--- src/rtl/alu_pkg.sv ---
// Shared ALU datapath constants, op encoding and pipeline depth helper.
package alu_pkg;

  localparam int DEFAULT_WIDTH = 32;
  localparam int DEFAULT_CHUNK = 8;

  typedef enum logic {
    OP_ADD = 1'b0,
    OP_SUB = 1'b1
  } addsub_op_e;

  function automatic int calc_stages(input int width, input int chunk);
    return (chunk > 0) ? (width / chunk) : 1;
  endfunction

endpackage

--- src/rtl/adder_chunk.sv ---
// Purpose: CHUNK-bit combinational ripple adder slice with carry into the MSB.
// Latency: combinational, 0 cycles.
// Backpressure: none; pure datapath.
module adder_chunk
  import alu_pkg::*;
#(
  parameter int CHUNK = DEFAULT_CHUNK
) (
  input  logic             cin,
  input  logic [CHUNK-1:0] a,
  input  logic [CHUNK-1:0] b,
  output logic             cout,
  output logic [CHUNK-1:0] s,
  output logic             c_msb
);

  logic [CHUNK:0] w_sum;

  assign w_sum = {1'b0, a} + {1'b0, b} + {{CHUNK{1'b0}}, cin};
  assign s     = w_sum[CHUNK-1:0];
  assign cout  = w_sum[CHUNK];
  // Sum bit = a ^ b ^ carry_in, so the carry into the MSB falls out by XOR.
  assign c_msb = a[CHUNK-1] ^ b[CHUNK-1] ^ w_sum[CHUNK-1];

endmodule

--- src/rtl/pipelined_addsub.sv ---
// Purpose: skewed-operand pipelined add/sub with MIPS carry/overflow/zero flags.
// Latency: WIDTH/CHUNK cycles, one beat per clock.
// Backpressure: valid/ready per stage; bubbles collapse, stalled beats hold.
module pipelined_addsub
  import alu_pkg::*;
#(
  parameter int WIDTH = DEFAULT_WIDTH,
  parameter int CHUNK = DEFAULT_CHUNK
) (
  input  logic             clk,
  input  logic             rst,
  input  logic             in_valid,
  output logic             in_ready,
  input  logic [WIDTH-1:0] in0,
  input  logic [WIDTH-1:0] in1,
  input  logic             cin,
  input  logic             sub,
  output logic             out_valid,
  input  logic             out_ready,
  output logic [WIDTH-1:0] out,
  output logic             carryout,
  output logic             overflow,
  output logic             zero
);

  localparam int STAGES = calc_stages(WIDTH, CHUNK);

  logic              w_is_sub;
  logic [WIDTH-1:0]  w_beff;
  logic              w_cin0;

  logic [STAGES-1:0] r_v;
  logic [STAGES-1:0] r_c;
  logic              r_cmsb;
  logic [WIDTH-1:0]  r_res [STAGES];
  logic [WIDTH-1:0]  r_opa [STAGES];
  logic [WIDTH-1:0]  r_opb [STAGES];

  logic [STAGES-1:0] w_vin;
  logic [STAGES:0]   w_rdy;
  logic [STAGES-1:0] w_cin;
  logic [STAGES-1:0] w_cout;
  logic [STAGES-1:0] w_cmsb;
  logic [CHUNK-1:0]  w_a_chk    [STAGES];
  logic [CHUNK-1:0]  w_b_chk    [STAGES];
  logic [CHUNK-1:0]  w_sum      [STAGES];
  logic [WIDTH-1:0]  w_res_base [STAGES];
  logic [WIDTH-1:0]  w_res_nxt  [STAGES];
  logic [WIDTH-1:0]  w_opa_nxt  [STAGES];
  logic [WIDTH-1:0]  w_opb_nxt  [STAGES];
  logic              w_unused;

  assign w_is_sub = (sub == OP_SUB);
  assign w_beff   = w_is_sub ? ~in1 : in1;
  assign w_cin0   = w_is_sub ? 1'b1 : cin;

  always_comb begin
    w_vin    = '0;
    w_rdy    = '0;
    w_vin[0] = in_valid;
    for (int i = 1; i < STAGES; i++) begin
      w_vin[i] = r_v[i-1];
    end
    w_rdy[STAGES] = out_ready;
    for (int i = STAGES - 1; i >= 0; i--) begin
      w_rdy[i] = !r_v[i] || w_rdy[i+1];
    end
  end

  for (genvar gi = 0; gi < STAGES; gi++) begin : g_stage
    if (gi == 0) begin : g_first
      assign w_a_chk[gi]    = in0[CHUNK-1:0];
      assign w_b_chk[gi]    = w_beff[CHUNK-1:0];
      assign w_cin[gi]      = w_cin0;
      assign w_res_base[gi] = '0;
      assign w_opa_nxt[gi]  = in0;
      assign w_opb_nxt[gi]  = w_beff;
    end else begin : g_next
      assign w_a_chk[gi]    = r_opa[gi-1][gi*CHUNK +: CHUNK];
      assign w_b_chk[gi]    = r_opb[gi-1][gi*CHUNK +: CHUNK];
      assign w_cin[gi]      = r_c[gi-1];
      assign w_res_base[gi] = r_res[gi-1];
      assign w_opa_nxt[gi]  = r_opa[gi-1];
      assign w_opb_nxt[gi]  = r_opb[gi-1];
    end

    adder_chunk #(.CHUNK(CHUNK)) u_chunk (
      .cin   (w_cin[gi]),
      .a     (w_a_chk[gi]),
      .b     (w_b_chk[gi]),
      .cout  (w_cout[gi]),
      .s     (w_sum[gi]),
      .c_msb (w_cmsb[gi])
    );

    // Result chunks above gi are still zero, so OR-ing in the new chunk is exact.
    assign w_res_nxt[gi] = w_res_base[gi] | (WIDTH'(w_sum[gi]) << (gi * CHUNK));
  end

  always_ff @(posedge clk or posedge rst) begin
    if (rst) begin
      r_v    <= '0;
      r_c    <= '0;
      r_cmsb <= 1'b0;
      for (int i = 0; i < STAGES; i++) begin
        r_res[i] <= '0;
        r_opa[i] <= '0;
        r_opb[i] <= '0;
      end
    end else begin
      for (int i = 0; i < STAGES; i++) begin
        if (w_rdy[i]) begin
          r_v[i] <= w_vin[i];
        end
        if (w_rdy[i] && w_vin[i]) begin
          r_c[i]   <= w_cout[i];
          r_res[i] <= w_res_nxt[i];
          r_opa[i] <= w_opa_nxt[i];
          r_opb[i] <= w_opb_nxt[i];
        end
      end
      if (w_rdy[STAGES-1] && w_vin[STAGES-1]) begin
        r_cmsb <= w_cmsb[STAGES-1];
      end
    end
  end

  // Top-stage operands and lower-chunk MSB carries have no consumer.
  assign w_unused = ^{w_cmsb, r_opa[STAGES-1], r_opb[STAGES-1]};

  assign in_ready  = w_rdy[0];
  assign out_valid = r_v[STAGES-1];
  assign out       = r_res[STAGES-1];
  assign carryout  = r_c[STAGES-1];
  assign overflow  = r_cmsb ^ r_c[STAGES-1];
  assign zero      = r_v[STAGES-1] && (r_res[STAGES-1] == '0);

endmodule

--- config.mk ---
export PLATFORM = sky130hd
export DESIGN_NAME = pipelined_addsub
export DESIGN_NICKNAME = d
export VERILOG_FILES = /design/src/rtl/alu_pkg.sv /design/src/rtl/adder_chunk.sv /design/src/rtl/pipelined_addsub.sv
export SDC_FILE = /design/constraint.sdc
export NUM_CORES = 1
export LEC_CHECK = 0
export ABC_AREA = 1
export BUFFER_PORTS_ARGS = -buffer_cell sky130_fd_sc_hd__buf_2
export CORE_MARGIN = 8
export CORE_UTILIZATION = 50
export CTS_CLUSTER_DIAMETER = 150
export DETAILED_ROUTE_END_ITERATION = 8
export PLACE_DENSITY = 0.76
export SETUP_SLACK_MARGIN = 0.4
export SYNTH_ARGS = -nofsm -noshare
export SYNTH_HDL_FRONTEND = slang
export SYNTH_SLANG_ARGS = --single-unit
--- constraint.sdc ---
create_clock -name clk -period 9.16 [get_ports clk]
set_clock_uncertainty 0.2 [all_clocks]
set_input_delay 0.916 -clock clk [delete_from_list [all_inputs] [get_ports clk]]
set_output_delay 0.916 -clock clk [all_outputs]
set_load 0.1 [all_outputs]
Yosys cells after proc, flatten, opt, wreduce, memory -nomap -nowiden

Index checks and enable logic that the tools add are counted.

Reduce and logical (&&, ||, !) cells: 14
$add $sub $neg: 8
Muxes and demuxes: 2
Bitwise operators: 7

Operators with widths:

| operator            | count |
|---|---|
| $add A8 B8 Y9       | 4 |
| $add A9 B1 Y9       | 4 |
| $logic_not A32 Y1   | 1 |
| $mux W32            | 1 |
| $not A32 Y32        | 1 |
| $or A32 B24 Y32     | 1 |
| $or A32 B32 Y32     | 1 |
| $or A8 B16 Y16      | 1 |
| $logic_and A1 B1 Y1 | 5 |
| $logic_not A1 Y1    | 4 |
| $logic_or A1 B1 Y1  | 4 |
| $xor A1 B1 Y1       | 3 |
| $mux W1             | 1 |

Bits of input ports: 70
Output and inout port bits: 37
Flip-flop bits (word level): 305

Depth between registers and ports, before layout

Gate-level depths: netlist (run 1).

Depth in word-level cells: 6
Mapped depth: 12
Mapped depth without buffers: 10

By module

Synthesis (run 1) repeated with hierarchy kept, for this count alone.

Cells, all modules: 1134
Area total of the unflattened synthesis: 9384.0 µm²

By module, submodules not included:

| module                                | cells an instance | area an instance (µm²) | instances | seq. area each (µm²) |
|---|---|---|---|---|
| pipelined_addsub                      | 898               | 7915.1                 | 1         | 4629.4 |
| adder_chunk at g_stage[1].u_chunk ... | 59                | 370.4                  | 3         | 0.0 |
| adder_chunk at g_stage[0].u_chunk     | 59                | 357.8                  | 1         | 0.0 |

Least setup slack after synthesis (run 1)

OpenSTA, ideal clock, no wires.

Path type: register to output
Start point: register r_v[3]
End point: output port zero
Cell stages (with the launch flop): 5
Data required time: 8.044 ns
Buffers on the path: 0
Slack: 5.402 ns
Arrival: 2.642 ns
Path through: dfrtp_1 inv_1 nor3_1 nand3_1 nor2_1

Longest elaborated chain between the ends: 1

Ends and longest elaborated chain:

| element                          | line                    | source |
|---|---|---|
| start: declaration               | pipelined_addsub.sv:32  | `logic [STAGES-1:0] r_v;` |
| start signal: indexed assignment | pipelined_addsub.sv:113 | `r_v[i] <= w_vin[i];` |
| $logic_and A1 B1 Y1              | pipelined_addsub.sv:136 | `assign zero = r_v[STAGES-1] && (r_res[STAGES-1] == '0);` |
| end: declaration                 | pipelined_addsub.sv:23  | `output logic zero` |

No other way between the ends.

Worst setup path in the final report (run 1)

Start point: register r_res, in the netlist out[22]
End point: output port zero

Longest elaborated chain between the ends: 2

Ends and longest elaborated chain:

| element                          | line                    | source |
|---|---|---|
| start: declaration               | pipelined_addsub.sv:35  | `logic [WIDTH-1:0] r_res [STAGES];` |
| start signal: indexed assignment | pipelined_addsub.sv:117 | `r_res[i] <= w_res_nxt[i];` |
| $logic_not A32 Y1                | pipelined_addsub.sv:136 |  |
| $logic_and A1 B1 Y1              | pipelined_addsub.sv:136 |  |

No other way between the ends.

==> impl_metrics.ini, run 1 <==
[sta]
setup_violations = 0
fin_crit_sh_pct = 32.5
fmax_ghz = 0.336
fin_crit_ns = 2.98
fin_ws_ns = 6.18
slew_violations = 0
fin_setup_tns_ns = 0
worstMarginPinSlew_ns = 1.11
rsz0062_at_grt = no
hold_viol = 0
slew-limit-headroom_pct = 25.7

[power_and_ir_drop]
total_power_mw = 3.56
clock_power_share_pct = 20.4
p_leak_nw = 5.42
intPower_mw = 1.91
irDropWorstVdd_mv = 0.277
power.density_nw_per_um2 = 357
swShare_pct = 46.2
comb_power_share_pct = 43.2
switching_power_mw = 1.64
pwr-share-seq_pct = 36.5

[finish]
nFillCells = 1641
n_antenna_cell = 0
seqCellArea_um2 = 4630
drive_gt1_share_pct = 13.4
stdcell_area_um2 = 9950
finalNonFillerCells = 1375
multiInputGateArea_um2 = 3580
area_growth_pct = 11.1
fin_nets = 1239

[global_routing]
grt_max_degree = 120
grt.total_usage_pct = 16.8
antenna_found_initial = 0
grt_overflow_total = 0
grt_pass1_wl_mm = 30.8
grt_pass1_vias = 6423

[route]
drt_iter0_markers = 436
viasPerCell = 4.76
drtPass1Iterations = 5
detail-route-antenna-nets = 0
vias = 6547
wl_per_cell_um = 13.2
wirelength_mm = 18.1
drc_errors = 0

[cts]
cts-htree-levels = 4
cts-root-buf = clkbuf_16
cts.sinks = 185
cts_buffers = 17
clk_pin_slew_ns = 0.07
cts_tree = yes
post_cts_buffers = 0
cts_resized = 0
cts_hold_buf = 0
clock_path_buffers = 2
clock_latency_ns = 0.43

[synth]
ys_warn_count = 0
synth_area_per_cell_um2 = 8.33
ys_seq_area_share_pct = 51.7
ys_ff_latch = 185
synth_cell_types = 29
syn_nets = 1181
syn-instance-count = 1075
netlist_area_um2 = 8960

[floorplan]
io_pins = 107
die_h_um = 150
start_util_pct = 50.4
die_area_um2 = 22500
die_w_um = 150
core_area_um2 = 17800
num_rows = 49

[placement]
placed_cells = 1343
io_buffers = 106
pre_cts_slack_ns = 5.88
placed_area_um2 = 9380
hpwl_mm = 12.5
place.gp.congestion = 0.839

[min_path]
hold_class = flop to flop

[status]
status = finished clean

[critical_path]
worst_setup_path_start_kind = flop
cp_max_fo = 3
worstPathRequired_ns = 8.04
endpoint_kind = primary output
path_class = flop to primary output
arrival_ns = 1.86

[run]
max_cap_violations = 0
sequential cells by signal, indices dropped and copies added, names as in the netlist:
name,cells
r_opa,48
r_v,4
r_res,48
out,32
r_cmsb,1
r_c,4
r_opb,48
kinds of logic (layout without fill, tap and decap cells):
kind of cell | count (synthesis) | after routing | synth area share [%]
xor+xnor | 42 | 42 | 4.11
buf+inv | 154 | 225 | 8.38
flops | 185 | 185 | 51.7
simple gates | 572 | 572 | 25.2
compound gates | 86 | 86 | 4.92
fa+ha+maj | 36 | 36 | 5.70
path summary, 6_finish.rpt:
kind | startpoint | end | slack [ns] | depth (start not counted)
setup / recovery | out[22] | zero | 6.18 | 4
hold / removal | r_opa[127] | r_opa[95] | 0.27 | 2
setup reg to reg | r_v[3] | r_c[3] | 6.66 | 7
hold reg to reg | r_opa[127] | r_opa[95] | 0.27 | 2
max in group asynchronous | rst | r_res[51] | 6.81 | 3
min in group asynchronous | rst | out[24] | 0.54 | 2
layer usage:
metal | routed length, µm | vias to the layer above | track usage [%]
met5 | 0 | - | 0
met3 | 647 | 20 | 3.33
met2 | 7780 | 109 | 24.5
met4 | 316 | 0 | 6.00
met1 | 9390 | 3011 | 24.4
li1 | - | 3407 | -
final cells by class:
class,count,share of cell area (%)
multi-input cells,736,36.0
clock buffers,19,4.35
flip-flops and latches,185,46.5
well taps,229,2.88
inverters,82,3.14
clock inverters,13,1.43
repair buffers,111,5.71
per-stage QoR:
step,hold WS [ns],utilization [%]
detailed placement,0.254,52.7
global placement,0.250,52.7
floorplan,0.242,-
CTS,0.272,56.0
finish,0.268,56.0
global route,0.281,56.0
cell usage after synthesis:
cell,count,share of area [%]
nand3_1,37,2.1
o21ai_1,4,0.22
inv_1,79,3.3
nand2_1,493,21
nand4_2,1,0.14
nand3b_1,2,0.17
buf_4,36,3.0
xnor2_1,31,3.0
a21oi_1,14,0.78
xor2_1,11,1.1
ha_1,28,3.9
nor4_1,2,0.14
nor2_4,1,0.13
clkbuf_1,6,0.25
a31oi_1,1,0.070
buf_2,30,1.7
inv_2,3,0.13
nor2_1,21,0.88
nand4_1,9,0.63
nand2_2,2,0.14
o22ai_1,1,0.070
or2_2,3,0.21
o211ai_1,1,0.084
o21a_1,1,0.084
dfrtp_1,185,52
fa_1,8,1.8
o21bai_1,1,0.084
nor3_1,1,0.056
o21ai_0,63,3.5
critical path: stages, from the launching register on:
cell	delay, ns
dfrtp_1	0.40
nor4_1	0.38
nand3_1	0.12
nor2_1	0.10
buf_2	0.43
layout by cell type (no fill, tap or decap):
master / Yosys / final
o21ai_1: 4 / 4
o21a_1: 1 / 1
a31oi_1: 1 / 1
o21bai_1: 1 / 1
inv_6: 0 / 5
buf_2: 30 / 106
clkinv_2: 0 / 3
clkinvlp_4: 0 / 2
buf_4: 36 / 5
clkbuf_1: 6 / 2
nand4_2: 1 / 1
bufinv_16: 0 / 2
xnor2_1: 31 / 31
nand2_1: 493 / 493
nor2_2: 0 / 1
nor4_1: 2 / 2
o21ai_0: 63 / 63
fa_1: 8 / 8
o211ai_1: 1 / 1
xor2_1: 11 / 11
a21oi_1: 14 / 14
nand4_1: 9 / 9
inv_1: 79 / 78
nor2_1: 21 / 20
clkinv_4: 0 / 2
nor3_1: 1 / 1
nand3b_1: 2 / 2
nor2_4: 1 / 1
or2_2: 3 / 3
nand3_1: 37 / 37
nand2_2: 2 / 2
dfrtp_1: 185 / 185
o22ai_1: 1 / 1
clkbuf_16: 0 / 17
ha_1: 28 / 28
inv_2: 3 / 3
power by group through the flow:
stage / logic [mW] / registers [mW] / clock network (mW)
after floorplan: 1.34 / 1.29 / 0
after global placement: 1.51 / 1.30 / 0
after detailed placement: 1.54 / 1.31 / 0
after CTS: 1.55 / 1.30 / 0.739
after global routing: 1.71 / 1.33 / 0.772
final: 1.54 / 1.30 / 0.724
No activity file was read; power rests on OpenSTA's default activity.
==> run 2, diff against run 1 <==
==> constraint.sdc (replaced) <==
create_clock -name clk -period 3.1 [get_ports clk]
set_clock_uncertainty 0.2 [all_clocks]
set_input_delay 0.31 -clock clk [delete_from_list [all_inputs] [get_ports clk]]
set_output_delay 0.31 -clock clk [all_outputs]
set_load 0.1 [all_outputs]
==> run 2 against run 1 <==
  * The flow now finishes with violations (hold timing)
  * Combinational power rose to 3.0 times the previous value
  * Sequential power grew to 3.0 times the previous value
  * Total power rose to 3.0 times the previous value
  * Sequential share of layout area decreased by 2.3 points
  * Worst hold slack got worse by 0.36 ns
  * Via count grew 4.0%
  * Largest cell class unchanged
==> impl_metrics.ini, run 2 (same netlist as run 1, synthesis figures left out) <==
[cts]
cts_resized = 0
cts.sinks = 185
clk_pin_slew_ns = 0.07
cts-htree-levels = 4
cts_buffers = 17
cts-root-buf = clkbuf_16
clock_path_buffers = 2
cts_hold_buf = 49
clock_latency_ns = 0.43
cts_tree = yes
post_cts_buffers = 0

[route]
wirelength_mm = 18.8
drc_errors = 0
viasPerCell = 4.77
vias = 6809
wl_per_cell_um = 13.2
drtPass1Iterations = 4
drt_iter0_markers = 421
detail-route-antenna-nets = 0

[floorplan]
num_rows = 49
die_w_um = 150
die_area_um2 = 22500
die_h_um = 150
io_pins = 107
start_util_pct = 50.4
core_area_um2 = 17800

[critical_path]
regToRegEndpoint = out[28]
crit_start = out[22]
worstPathRequired_ns = 2.59
cp-endpoint = zero
rr_worst_depth = 7
path_class = flop to primary output
arrival_ns = 1.90
endpoint_kind = primary output
cp_max_fo = 3
r2r_start = r_opb[56]
r2r_slack_ns = 0.90
worst_setup_path_start_kind = flop

[placement]
io_buffers = 106
place.gp.congestion = 0.802
hpwl_mm = 12.8
placed_area_um2 = 9420
placed_cells = 1345

[sta]
rsz0062_at_grt = no
setup_violations = 0
slew-limit-headroom_pct = 34.3
hold_slack_ns = -0.0893
slew_violations = 0
worstMarginPinSlew_ns = 0.985
fmax_ghz = 0.415
fin_crit_sh_pct = 77.7
hold_viol = 32
fin_crit_ns = 2.41
fin_setup_tns_ns = 0

[finish]
fin_nets = 1290
finalNonFillerCells = 1426
n_antenna_cell = 0
drive_gt1_share_pct = 12.9
final_common_cell = nand2_1
stdcell_area_um2 = 10500
biggestRegsByFlops = r_opa (48), r_opb (48), r_res (48)
layout_common_cells = nand2_1, dfrtp_1, buf_2, inv_1, o21ai_0
area_growth_pct = 16.9
nFillCells = 1588

[power_and_ir_drop]
total_power_mw = 10.5
power.density_nw_per_um2 = 1010
p_leak_nw = 5.63
irDropWorstVdd_mv = 0.893

[run]
max_cap_violations = 0

[global_routing]
grt.total_usage_pct = 17.5
antenna_found_initial = 0
grt_overflow_total = 0
grt_pass1_vias = 6787
grt_max_degree = 186
grt_pass1_wl_mm = 32.1

[status]
violations = hold timing
status = finished, violations left

[min_path]
hold_class = input pin to asynchronous set/reset pin
-- run 2: changes by cell type in the layout (fill, tap and decap cells not counted) --
cell / previous run / this run
dlygate4sd3_1: 0 / 49
inv_6: 5 / 2
clkbuf_1: 2 / 4
buf_12: 0 / 1
buf_4: 5 / 6
clkinv_2: 3 / 4
nor2_1: 20 / 19
nor2_4: 1 / 2
xor2_1: 11 / 10
xor2_2: 0 / 1
-- run 2: final cells by class --
cell class	count	area, µm²	area share, %
sequential	185	4630	44.2
multi-input combinational	736	3590	34.3
timing repair buffer	162	1090	10.4
clock buffer	21	440	4.21
inverter	82	312	2.98
tap	229	287	2.74
clock inverter	11	123	1.17
-- run 2: report_power, final --
part / leakage, nW / switching, mW / internal [mW]
registers: 2.30 / 0.544 / 3.29
logic: 3.06 / 3.40 / 1.22
clock network: 0.276 / 0.901 / 1.19
-- run 2: worst min-delay path by stage --
stage            endpoint  slack [ns]  cells past startpoint
6_report        r_opa[56]       -0.09                      3
5_1_grt         r_opa[89]        0.02                      3
3_3_place_gp    r_opa[88]        0.25                      2
3_5_place_dp    r_res[46]        0.25                      2
4_1_cts         r_opb[89]        0.03                      3
2_1_floorplan  r_opa[104]        0.22                      2
-- run 2: metrics by stage --
step | utilization, % | setup WS, ns
floorplan | - | 0.135
global placement | 53.0 | 0.793
detailed placement | 53.0 | 0.707
CTS | 58.9 | 0.633
global route | 58.9 | 0.509
finish | 58.9 | 0.691
-- run 2: per-layer routing --
metal	vias up	track usage [%]	routed length, µm
li1	3524	-	-
met1	3136	24.6	9210
met2	128	26.6	8420
met3	21	3.48	886
met4	0	6.30	288
met5	-	0	0
-- run 2: critical path: stages, from the launching register on --
cell and delay, ns:
dfrtp_1 0.40, nor4_1 0.37, nand3_1 0.19, nor2_4 0.10, buf_2 0.43
==> run 3, diff against run 2 <==
==> constraint.sdc (replaced) <==
create_clock -name clk -period 2.4 [get_ports clk]
set_clock_uncertainty 0.2 [all_clocks]
set_input_delay 0.24 -clock clk [delete_from_list [all_inputs] [get_ports clk]]
set_output_delay 0.24 -clock clk [all_outputs]
set_load 0.1 [all_outputs]
==> run 3 against run 2 <==
  * The flow now finishes without violations
  * Cell count up 1.1%
  * Non-clock buffer count up 16
  * Setup slack worse by 0.33 ns
  * Register-to-register slack worse by 0.48 ns
  * Worst hold slack better by 0.15 ns
  * Count of clock-buffer cells in the layout down 3
  * Critical path depth up 2
  * Largest cell class unchanged
  * Highest routed layer unchanged
==> impl_metrics.ini, run 3 (same netlist as run 1, synthesis figures left out) <==
[status]
status = finished clean

[global_routing]
antenna_found_initial = 0
grt_pass1_wl_mm = 32.9
grt.total_usage_pct = 18.1
grt_pass1_vias = 7032
grt_max_degree = 104
grt_overflow_total = 0

[finish]
area_growth_pct = 20.4
layout_common_cells = nand2_1, dfrtp_1, buf_2, inv_1, o21ai_0
final_common_cell = nand2_1
finalNonFillerCells = 1442
fin_nets = 1306
biggestRegsByFlops = r_opa (48), r_opb (48), r_res (48)
drive_gt1_share_pct = 16.6

[placement]
hpwl_mm = 13.1
place.gp.congestion = 0.839
placed_cells = 1351
io_buffers = 106

[sta]
rsz0062_at_grt = yes
fin_setup_tns_ns = 0
fin_crit_ns = 2.04
fin_crit_sh_pct = 85.0
setup_violations = 0
hold_viol = 0
worstMarginPinSlew_ns = 0.634
slew_violations = 0
slew-limit-headroom_pct = 57.7
fmax_ghz = 0.490

[cts]
cts-root-buf = clkbuf_16
clk_pin_slew_ns = 0.07
clock_path_buffers = 2
cts.sinks = 185
cts_buffers = 17
cts_tree = yes
clock_latency_ns = 0.43
cts-htree-levels = 4

[route]
detail-route-antenna-nets = 0
drtPass1Iterations = 4
wirelength_mm = 19.5
drt_iter0_markers = 469
vias = 6969
drc_errors = 0
wl_per_cell_um = 13.5
viasPerCell = 4.83

[floorplan]
num_rows = 49
die_h_um = 150
die_area_um2 = 22500
start_util_pct = 50.4
die_w_um = 150
io_pins = 107
core_area_um2 = 17800

[power_and_ir_drop]
irDropWorstVdd_mv = 0.986
power.density_nw_per_um2 = 1300
p_leak_nw = 5.76

[critical_path]
cp_max_fo = 2
crit_chain = inv_1 > nand4_1 > nor2_1 > nand3_2 > nor2_4 > buf_12
cp_slowest_stage_delay_ns = 0.39
cp_top_family = simple AND/OR/NAND/NOR gates
arrival_ns = 1.60
path_class = flop to primary output
critPathBufInv = 2
worst_setup_path_start_kind = flop
endpoint_kind = primary output
cpMaxStageDelayCell = dfrtp_1
worstPathRequired_ns = 1.96

[run]
max_cap_violations = 0

[min_path]
hold_class = input pin to flop
## run 3: worst register-to-register path: cells and delay by family, from the launching register on
family        cells  cell delay [ns]
fa+ha+maj         2             0.78
buf+inv           1             0.14
simple gates      5             0.40
flops             1             0.40
## run 3: routing by layer
layer / track usage [%] / up-vias / share of wire (%)
met5: 0 / - / 0
met4: 5.85 / 0 / 1.3
met3: 3.81 / 22 / 4.7
met2: 28.3 / 140 / 46
met1: 24.7 / 3247 / 48
li1: - / 3560 / -
## run 3: cell type report
| type | count | area [µm²] |
|---|---|---|
| sequential | 185 | 4630 |
| clock inverter | 13 | 146 |
| inverter | 82 | 314 |
| timing repair buffer | 178 | 1260 |
| antenna | 1 | 2.50 |
| clock buffer | 18 | 429 |
| fill | 1542 | 6990 |
| tap | 229 | 287 |
| multi-input combinational | 736 | 3720 |
## run 3: final timing paths
path	start	end	slack, ns	cells past startpoint
max in group asynchronous	rst	r_res[35]	1.16	4
hold reg to reg	r_opb[118]	r_opb[86]	0.27	2
setup reg to reg	r_opb[56]	out[30]	0.42	8
setup / recovery	out[21]	zero	0.36	6
hold / removal	in0[0]	r_res[96]	0.06	4
min in group asynchronous	rst	r_opa[57]	0.31	4
## run 3: where the power goes
group | total (mW) | internal, mW | switching (mW)
clock network | 2.75 | 1.54 | 1.21
registers | 4.99 | 4.25 | 0.735
logic | 6.31 | 1.79 | 4.53
total | 14.1 | 7.58 | 6.48
## run 3: stage by stage
| step | total power, mW | area [µm²] | hold WS, ns | util (%) | setup WS, ns |
|---|---|---|---|---|---|
| finish | 14.1 | 10800 | 0.0603 | 60.7 | 0.360 |
| CTS | 13.9 | 10600 | 0.0484 | 59.9 | 0.308 |
| global placement | 10.8 | 9490 | 0.215 | 53.4 | 0.260 |
| global route | 15.0 | 10800 | 0.0831 | 60.7 | 0.264 |
| floorplan | 10.1 | 8990 | 0.150 | - | -0.565 |
| detailed placement | 11.0 | 9490 | 0.221 | 53.4 | 0.239 |
## run 3: timing repair
| item | in CTS | in global routing |
|---|---|---|
| buffers inserted | 4 | 5 |
| gates resized for setup | 15 | 31 |
| pin swaps | 9 | 21 |
| endpoints found under the hold margin | 236 | 0 |
| endpoints found under the setup margin | 9 | 61 |
| hold buffers | 50 | 0 |
